[config.mk]
export PLATFORM = sky130hd
export DESIGN_NAME = led_scan_ctrl
export DESIGN_NICKNAME = d
export VERILOG_FILES = /design/src/rtl/led_scan_ctrl.sv
export SDC_FILE = /design/constraint.sdc
export NUM_CORES = 1
export LEC_CHECK = 0
export BUFFER_PORTS_ARGS = -buffer_cell sky130_fd_sc_hd__buf_2
export CAP_MARGIN = 15
export CORE_ASPECT_RATIO = 1.2
export CORE_MARGIN = 2
export CORE_UTILIZATION = 50
export CTS_CLUSTER_SIZE = 10
export DETAILED_ROUTE_END_ITERATION = 12
export GPL_TIMING_DRIVEN = 0
export PLACE_DENSITY = 0.74
export SLEW_MARGIN = 20
export SYNTH_ARGS = -nofsm -noshare
export SYNTH_HDL_FRONTEND = slang
export SYNTH_SLANG_ARGS = --single-unit
[constraint.sdc]
create_clock -name pi_clk -period 5.2 [get_ports pi_clk]
set_clock_uncertainty 0.05 [all_clocks]
set_input_delay 0.52 -clock pi_clk [delete_from_list [all_inputs] [get_ports pi_clk]]
set_output_delay 0.52 -clock pi_clk [all_outputs]
set_load 0.005 [all_outputs]
[src/rtl/led_scan_ctrl.sv]
`default_nettype none
// ============================================================================
//  Module   : led_scan_ctrl
//  Brief    : Fetches a digit glyph from a registered glyph ROM, holds it in a
//             pending buffer, and swaps it into the displayed frame buffer only
//             at a frame boundary while scanning an 8x8 LED matrix line by line.
//  Revision : 1.0 - initial release
// ============================================================================
module led_scan_ctrl #(
    parameter int LINE_CYCLES  = 1000,
    parameter int BLANK_CYCLES = 2
) (
    input  logic        pi_clk,
    input  logic        pi_rst,
    input  logic        pi_valid,
    input  logic [3:0]  pi_digit,
    output logic        po_ready,
    output logic        po_rom_en,
    output logic [3:0]  po_rom_addr,
    input  logic [63:0] pi_rom_data,
    output logic [7:0]  po_line,
    output logic [7:0]  po_pixels,
    output logic        po_frame
);

    localparam int CNT_W = (LINE_CYCLES > 1) ? $clog2(LINE_CYCLES) : 1;
    localparam logic [CNT_W-1:0] c_LAST_CNT  = CNT_W'(LINE_CYCLES - 1);
    localparam logic [CNT_W-1:0] c_BLANK_CNT = CNT_W'(BLANK_CYCLES);

    typedef enum logic [1:0] {
        S_IDLE  = 2'd0,
        S_FETCH = 2'd1,
        S_WAIT  = 2'd2
    } state_t;

    state_t           r_state;
    state_t           w_state_nxt;
    logic             w_accept;
    logic             w_capture;

    logic [CNT_W-1:0] r_cnt;
    logic [2:0]       r_line;
    logic [63:0]      r_frame_buf;
    logic [63:0]      r_pend_buf;
    logic             r_pend_valid;

    logic             w_cnt_wrap;
    logic             w_frame_wrap;
    logic             w_swap;
    logic [CNT_W-1:0] w_cnt_nxt;
    logic [2:0]       w_line_nxt;
    logic [63:0]      w_frame_buf_nxt;
    logic             w_pend_valid_nxt;
    logic             w_blank_nxt;
    logic             w_ready_nxt;
    logic             w_rom_en_nxt;
    logic [7:0]       w_line_out_nxt;
    logic [7:0]       w_pixels_nxt;

    // Next-state logic for the scan engine, load FSM and registered outputs.
    // Outputs are registered from next-state values so they line up with the
    // counter/line/buffer contents they describe.
    always_comb begin
        w_state_nxt = r_state;
        w_accept    = 1'b0;
        w_capture   = 1'b0;

        w_cnt_wrap   = (r_cnt == c_LAST_CNT);
        w_frame_wrap = w_cnt_wrap && (r_line == 3'd7);
        w_cnt_nxt    = w_cnt_wrap ? '0 : r_cnt + 1'b1;
        w_line_nxt   = w_cnt_wrap ? r_line + 3'd1 : r_line;

        // The swap looks only at pre-edge pending contents, so a glyph that is
        // captured on a wrap edge waits for the following frame.
        w_swap          = w_frame_wrap && r_pend_valid;
        w_frame_buf_nxt = w_swap ? r_pend_buf : r_frame_buf;

        case (r_state)
            S_IDLE: begin
                if (pi_valid && po_ready) begin
                    w_accept    = 1'b1;
                    w_state_nxt = S_FETCH;
                end
            end
            S_FETCH: w_state_nxt = S_WAIT;
            S_WAIT: begin
                w_capture   = 1'b1;
                w_state_nxt = S_IDLE;
            end
            default: w_state_nxt = S_IDLE;
        endcase

        if (w_capture) begin
            w_pend_valid_nxt = 1'b1;
        end else if (w_swap) begin
            w_pend_valid_nxt = 1'b0;
        end else begin
            w_pend_valid_nxt = r_pend_valid;
        end

        w_ready_nxt    = (w_state_nxt == S_IDLE) && !w_pend_valid_nxt;
        w_rom_en_nxt   = (w_state_nxt == S_FETCH);
        w_blank_nxt    = (w_cnt_nxt < c_BLANK_CNT);
        w_line_out_nxt = w_blank_nxt ? 8'h00 : (8'h01 << w_line_nxt);
        w_pixels_nxt   = w_blank_nxt ? 8'h00 : w_frame_buf_nxt[{w_line_nxt, 3'b000} +: 8];
    end

    // Load FSM state register.
    always_ff @(posedge pi_clk or posedge pi_rst) begin
        if (pi_rst) begin
            r_state <= S_IDLE;
        end else begin
            r_state <= w_state_nxt;
        end
    end

    // ROM request address, pending buffer and its valid flag.
    always_ff @(posedge pi_clk or posedge pi_rst) begin
        if (pi_rst) begin
            po_rom_addr  <= 4'h0;
            r_pend_buf   <= '0;
            r_pend_valid <= 1'b0;
        end else begin
            if (w_accept) begin
                po_rom_addr <= pi_digit;
            end
            if (w_capture) begin
                r_pend_buf <= pi_rom_data;
            end
            r_pend_valid <= w_pend_valid_nxt;
        end
    end

    // Free-running line scan counters and the displayed frame buffer.
    always_ff @(posedge pi_clk or posedge pi_rst) begin
        if (pi_rst) begin
            r_cnt       <= '0;
            r_line      <= 3'd0;
            r_frame_buf <= '0;
        end else begin
            r_cnt       <= w_cnt_nxt;
            r_line      <= w_line_nxt;
            r_frame_buf <= w_frame_buf_nxt;
        end
    end

    // Registered outputs; all low while reset is held.
    always_ff @(posedge pi_clk or posedge pi_rst) begin
        if (pi_rst) begin
            po_ready  <= 1'b0;
            po_rom_en <= 1'b0;
            po_line   <= 8'h00;
            po_pixels <= 8'h00;
            po_frame  <= 1'b0;
        end else begin
            po_ready  <= w_ready_nxt;
            po_rom_en <= w_rom_en_nxt;
            po_line   <= w_line_out_nxt;
            po_pixels <= w_pixels_nxt;
            po_frame  <= w_frame_wrap;
        end
    end

endmodule
`default_nettype wire

==> results of run 1 <==
==> power by group through the flow <==
stage                     combinational, mW  clock (mW)  sequential (mW)
after floorplan                       0.328           0             1.69
after global placement                0.406           0             1.75
after detailed placement              0.436           0             1.77
after CTS                             0.436        1.30             1.75
after global routing                  0.469        1.36             1.78
final                                 0.426        1.28             1.74
==> per-layer routing <==
metal	global-route usage (%)	vias to the layer above	wire length (um)
met5	0	-	0
met4	8.02	0	284
met3	5.13	21	697
met2	36.0	116	7800
met1	28.2	2231	6510
li1	-	1981	-
==> registers in the layout, indices dropped and copies added, names as in the netlist <==
register and flops:
po_frame 1, po_line 8, po_pixels 8, po_ready 1, po_rom_addr 4, po_rom_en 1, r_cnt 10, r_frame_buf 64
r_line 3, r_pend_buf 64, r_pend_valid 1, r_state 2
==> area by class of cell <==
cell class	count	area, sq um	area share [%]
tap	171	214	2.59
sequential	167	4180	50.6
inverter	9	41.3	0.500
clock inverter	8	120	1.45
clock buffer	24	482	5.83
timing repair buffer	94	493	5.97
buffer	27	199	2.41
multi-input combinational	281	2530	30.6
==> path summary, 6_finish.rpt <==
check / from / end / slack (ns) / cells after the start
setup / recovery: r_cnt[0] / po_pixels[2] / 2.34 / 9
hold / removal: pi_rst / po_rom_addr[0] / 0.08 / 2
setup reg to reg: r_cnt[0] / po_pixels[2] / 2.34 / 9
hold reg to reg: r_frame_buf[62] / r_frame_buf[62] / 0.43 / 2
max in group asynchronous: pi_rst / r_pend_buf[13] / 4.20 / 3
min in group pi_clk: pi_rom_data[47] / r_pend_buf[47] / 0.27 / 2
==> layout by cell type (no fill, tap or decap), types with 2 or more instances in the layout <==
| cell | instances |
|---|---|
| mux2_2 | 109 |
| xnor2_1 | 4 |
| clkbuf_8 | 3 |
| mux2i_1 | 3 |
| o21ai_0 | 3 |
| buf_8 | 2 |
| ha_1 | 3 |
| or2_2 | 2 |
| nand3_2 | 2 |
| nand3_1 | 5 |
| buf_4 | 3 |
| inv_1 | 8 |
| buf_2 | 99 |
| mux2_4 | 16 |
| nor2b_1 | 3 |
| nor4_1 | 3 |
| nor2_1 | 12 |
| nand2_1 | 18 |
| clkinvlp_4 | 2 |
| clkinv_2 | 3 |
| buf_12 | 2 |
| clkbuf_16 | 17 |
| a221oi_1 | 2 |
| mux2_1 | 2 |
| buf_1 | 3 |
| buf_6 | 3 |
| xor2_1 | 3 |
| a211oi_1 | 8 |
| o22ai_1 | 29 |
| dfrtp_1 | 167 |
| a31oi_1 | 2 |
| a311oi_1 | 2 |
| nor3_1 | 19 |
| bufinv_16 | 3 |
| a2bb2oi_1 | 7 |
| clkbuf_1 | 11 |
| nand2b_1 | 2 |
==> kinds of logic after synthesis <==
logic type,count (synthesis)
flip-flops,167
multiplexers,130
AND/OR/NAND/NOR,77
AO/OA/AOI/OAI,64
buffers and inverters,36
XOR/XNOR,7
adder cells (fa/ha/maj),3
==> worst reg2reg max path: stages (launching register included) <==
cell       delay [ns]
dfrtp_1          0.38
ha_1             0.16
buf_4            0.16
nand4bb_4        0.17
nor3_2           0.35
mux2i_1          0.34
inv_1            0.18
clkbuf_1         0.28
nor3_1           0.41
a2bb2oi_1        0.28
==> run summary, run 1 <==
main combinational cell family by area after synthesis: multiplexers
vias in the first global route: 4,684
count leader, synth: dfrtp_1
Critical Path RT: 5.48 ns
die height: 133 um
Site Rows: 47
Core Box Area: 0.0137 sq mm
register area share after synthesis: 60.2%
Total GRT Usage: 21.8%
vias per cell: 5.57
post-CTS setup buffers: 0
1st-iter DRT viols: 294
P_int: 2.64 mW
Avg WL per Cell: 19.6 um
DP Area: 0.00766 sq mm
Slew Viols, Final: 0
Compound-Gate Fraction of Synth Area: 6.67%
Final HPWL DP: 10.8 mm
Post-Synth XOR/XNOR Area: 0.883%
Pleak: 3.96 nW
Gate power share: 12.3%
IO Port Bufs: 93
Hold WC Path Type: input port to asynchronous set/reset pin
critical path launch point type: flop
Synth area leader: dfrtp_1
VDD IR max: 0.000310 V
antenna-violating nets left: 0
post-synthesis mux area share: 21.9%
Psw: 0.813 mW
# hold bufs at CTS: 0
CP peak stage delay: 0.41 ns
Resized cells post-CTS: 0
Inst Count DP: 749
Clock Power Share: 37.2%
final hold violations: 0
PD cells: 418 mW/mm^2
first-pass GRT wire length: 24.7 mm
Crit. End Element: flop
Filler cells: 1,066
warnings from Yosys: 0
final setup fails: 0
CP Cell Sequence: ha_1 -> buf_4 -> nand4bb_4 -> nor3_2 -> mux2i_1 -> inv_1 -> clkbuf_1 -> nor3_1 -> a2bb2oi_1
post-synth cell types: 55
post-layout util: 60.3%
share of cells above drive strength 1: 45.6%
asr flop ratio synth: 100%
I/O pin count: 94
Inserted Diodes: 0
CP Data Arrival Time: 3.14 ns
total CTS buffers: 17
crit path max fanout: 10
Clock Tree Root: clkbuf_16
setup TNS: 0 ns
Period minus WS final: 2.86 ns
Clock Path Buffers: 2
CP Buf/Inv Count: 3
Post-Synth Simple-Gate Area: 6.47%
Num Clock Sinks: 167
# nets final: 671
RePlAce Congestion: 0.875
syn nets: 558
Sw Ratio: 23.5%
die span in x: 112 um
Synth Cell Area: 0.00694 sq mm
gr ovfl total: 0
Setup CP Type: flop to flop
Syn Area/Cell: 14.3 sq um
largest net degree at the start of global routing: 97
Max Fclk: 349 MHz
Die ar.: 0.0148 sq mm
Tot Pwr: 3.45 mW
Top Family by Delay on Critical Path: simple AND/OR/NAND/NOR gates
antenna violations before repair: 0
max-cap violations: 0
Worst-Skew Late Latency: 0.43 ns
Layout Cells excl Fill: 781
max_slew headroom: 40.1%
via count: 4,349
CTS tree: done
Tightest Pin Transition: 0.898 ns
Post-synth EDFFs: 0
drt drc: 0
synthesized instance count: 484
critical path's slowest cell: nor3_1
pre-CTS setup slack: 2.42 ns
H-tree depth: 4
FF+latch count, synth: 167
synth cell count leaders: dfrtp_1, mux2_2, o22ai_1, nor3_1, nand2_1
dominant synthesized flop cell: dfrtp_1
Starting Density: 50.7%
status: finished, final reports clean
Setup WS post-layout: 2.34 ns
Finished Cell Area: 0.00826 sq mm
fin crit share: 55.0%
clock slew at reported path FFs: 0.06 ns
RSZ-0062 raised after global routing: no
sequential share of power: 50.5%
Synth Area in Adders: 0.541%
final WL: 15.3 mm
top-area cell type share of the netlist area: 60.2%
Hold WS: 0.0843 ns
Syn-to-layout area delta: 19.0%
top cells by area, synth: dfrtp_1, mux2_2, mux2_4
First-pass DRT Iterations: 5
(Power assumes the default switching activity.)
==> run 2, diff against run 1 <==
==> constraint.sdc (replaced) <==
create_clock -name pi_clk -period 2.36 [get_ports pi_clk]
set_clock_uncertainty 0.05 [all_clocks]
set_input_delay 0.236 -clock pi_clk [delete_from_list [all_inputs] [get_ports pi_clk]]
set_output_delay 0.236 -clock pi_clk [all_outputs]
set_load 0.005 [all_outputs]
==> run 2 against run 1 <==
Against the previous run: the run now ends with setup timing left; critical path depth increased by 1; register-to-register slack worse by 2.5 ns; wire length up 21%; sequential share of layout area is 7.8 points lower; total power is 130% higher; setup slack worse by 2.5 ns; combinational power increased by 150%; clock power is 130% higher; global-route usage is 2.2 points higher; critical endpoint is now po_pixels[1].
==> run summary, run 2 (same netlist as run 1, synthesis figures left out) <==
status: finished, violations left
violated checks: setup timing
Core Box Area: 0.0137 sq mm (unchanged)
First-pass DRT Iterations: 5 (unchanged)
Tot Pwr: 7.86 mW (+130%)
critical path launch point type: flop
Final HPWL DP: 11.2 mm (+3.8%)
Max Fclk: 403 MHz (+15%)
1st-iter DRT viols: 258 (-12%)
Period minus WS final: 2.48 ns (-0.380 ns)
Setup CP Type: flop to flop
Syn-to-layout area delta: 40.8%
critical path's slowest cell: dfrtp_1
max_slew headroom: 47.7% (+7.5 points)
final hold violations: 0 (unchanged)
Clock Path Buffers: 2 (unchanged)
share of cells above drive strength 1: 51.3% (+5.7 points)
vias in the first global route: 5,078 (+8.4%)
Total GRT Usage: 24.0% (+2.2 points)
max-cap violations: 0 (unchanged)
Starting Density: 50.7% (unchanged)
final WL: 18.5 mm (+21%)
CP Data Arrival Time: 2.74 ns (-0.40 ns)
Crit. End Element: flop
Site Rows: 47 (unchanged)
H-tree depth: 4 (unchanged)
first-pass GRT wire length: 27.2 mm (+10%)
top flop regs: r_frame_buf x64, r_pend_buf x64, r_cnt x10
largest net degree at the start of global routing: 36 (-63%)
CP peak stage delay: 0.37 ns (-0.04 ns)
Setup WS post-layout: -0.123 ns (-2.46 ns)
gr ovfl total: 0 (unchanged)
die height: 133 um (unchanged)
clock slew at reported path FFs: 0.06 ns (about the same)
Hold WC Path Type: input port to flop
fin crit share: 105% (+50 points)
Layout Cells excl Fill: 879 (+13%)
crit path max fanout: 7 (-3)
antenna violations before repair: 0 (unchanged)
footprint of the multi-input gates: 0.00291 sq mm (+15%)
via count: 4,966 (+14%)
vias per cell: 5.65 (+1.5%)
Worst-Skew Late Latency: 0.43 ns (about the same)
Num Clock Sinks: 167 (unchanged)
I/O pin count: 94 (unchanged)
Avg WL per Cell: 21.0 um (+7.3%)
RePlAce Congestion: 0.905 (+3.4%)
Die ar.: 0.0148 sq mm (unchanged)
pre-CTS setup slack: -0.463 ns (-2.88 ns)
Pleak: 4.56 nW (+15%)
CTS tree: done
register area: 0.00418 sq mm (unchanged)
Hold WS: 0.0152 ns (-0.0691 ns)
setup slack, reg-to-reg: -0.12 ns (-2.46 ns)
Inserted Diodes: 0 (unchanged)
Tightest Pin Transition: 0.785 ns (-0.113 ns)
Slew Viols, Final: 0 (unchanged)
Filler cells: 813 (-24%)
# nets final: 769 (+15%)
drt drc: 0 (unchanged)
antenna-violating nets left: 0 (unchanged)
Critical Path RT: 2.62 ns (-2.86 ns)
RSZ-0062 raised after global routing: yes
CP Cell Sequence: ha_2 -> buf_6 -> and4bb_4 -> and3_4 -> buf_12 -> clkbuf_16 -> mux2_4 -> o22ai_2 -> nor3_2 -> a2bb2oi_2
IO Port Bufs: 93 (unchanged)
Inst Count DP: 753 (+0.53%)
die span in x: 112 um (unchanged)
PD cells: 804 mW/mm^2 (+92%)
final setup fails: 11 (+11)
Clock Tree Root: clkbuf_16
commonest non-fill, non-tap cell in the layout: dfrtp_1
total CTS buffers: 17 (unchanged)
commonest non-fill, non-tap cells in the layout: dfrtp_1, buf_2, mux2_2
VDD IR max: 0.000574 V (+85%)
run 2: cell count changes in the layout (fill, tap and decap cells not counted), moves of 4 or more:
cell | previous run | this run
clkbuf_1 | 11 | 6
dlygate4sd3_1 | 0 | 65
o22ai_1 | 29 | 9
nor3_1 | 19 | 12
buf_12 | 2 | 11
mux2_2 | 109 | 99
clkbuf_16 | 17 | 22
mux2_4 | 16 | 26
nor3_4 | 0 | 4
o22ai_4 | 0 | 7
o22ai_2 | 0 | 13
buf_4 | 3 | 22
run 2: final cells by class:
type	count	area share, %
buffer	27	2.62
clock buffer	19	4.53
clock inverter	13	1.83
inverter	9	0.384
multi-input combinational	281	29.7
sequential	167	42.8
tap	171	2.19
timing repair buffer	192	15.9
run 2: repair_timing:
action | CTS | global route
resized for setup | 51 | 39
endpoints found under the setup margin | 34 | 15
cloned | 1 | 5
pin swaps | 12 | 16
endpoints found under the hold margin | 83 | 1
hold buffers | 64 | 1
setup buffers | 11 | 12
run 2: per-layer routing:
layer	wire, um	global-route usage [%]	up-vias	share of wire (%)
met4	761	10.3	0	4.1
met5	0	0	-	0
li1	-	-	2191	-
met3	957	6.23	59	5.2
met1	7370	29.3	2531	40
met2	9370	40.5	185	51
run 2: where the power goes:
| group | internal, mW | switching, mW |
|---|---|---|
| Clock | 1.79 | 1.13 |
| Combinational | 0.690 | 0.366 |
| Sequential | 3.47 | 0.413 |
run 2: critical path, delay by kind of cell (launching register included):
kind | cells | cell delay, ns
buf+inv | 3 | 0.44
mux | 1 | 0.32
simple gates | 3 | 0.61
flops | 1 | 0.37
fa+ha+maj | 1 | 0.19
compound gates | 2 | 0.39
run 2: worst paths after layout:
path / depth (start not counted) / endpoint / startpoint
max: 10 / po_pixels[1] / r_cnt[1]
min reg2reg: 1 / po_rom_en / r_state[1]
max reg2reg: 10 / po_pixels[1] / r_cnt[1]
min in group asynchronous: 3 / r_pend_buf[51] / pi_rst
min: 2 / r_pend_buf[28] / pi_rom_data[28]
max in group asynchronous: 5 / r_frame_buf[46] / pi_rst
run 2: metrics by stage:
step / cell area (sq um) / setup TNS (ns) / util, %
after detailed placement: 7730 / -3.02 / 56.4
final: 9770 / -0.512 / 71.3
after global placement: 7630 / -152.89 / 55.7
after floorplan: 6950 / -8.81 / -
after global routing: 9770 / -1.57 / 71.3
after CTS: 9360 / -0.0146 / 68.3
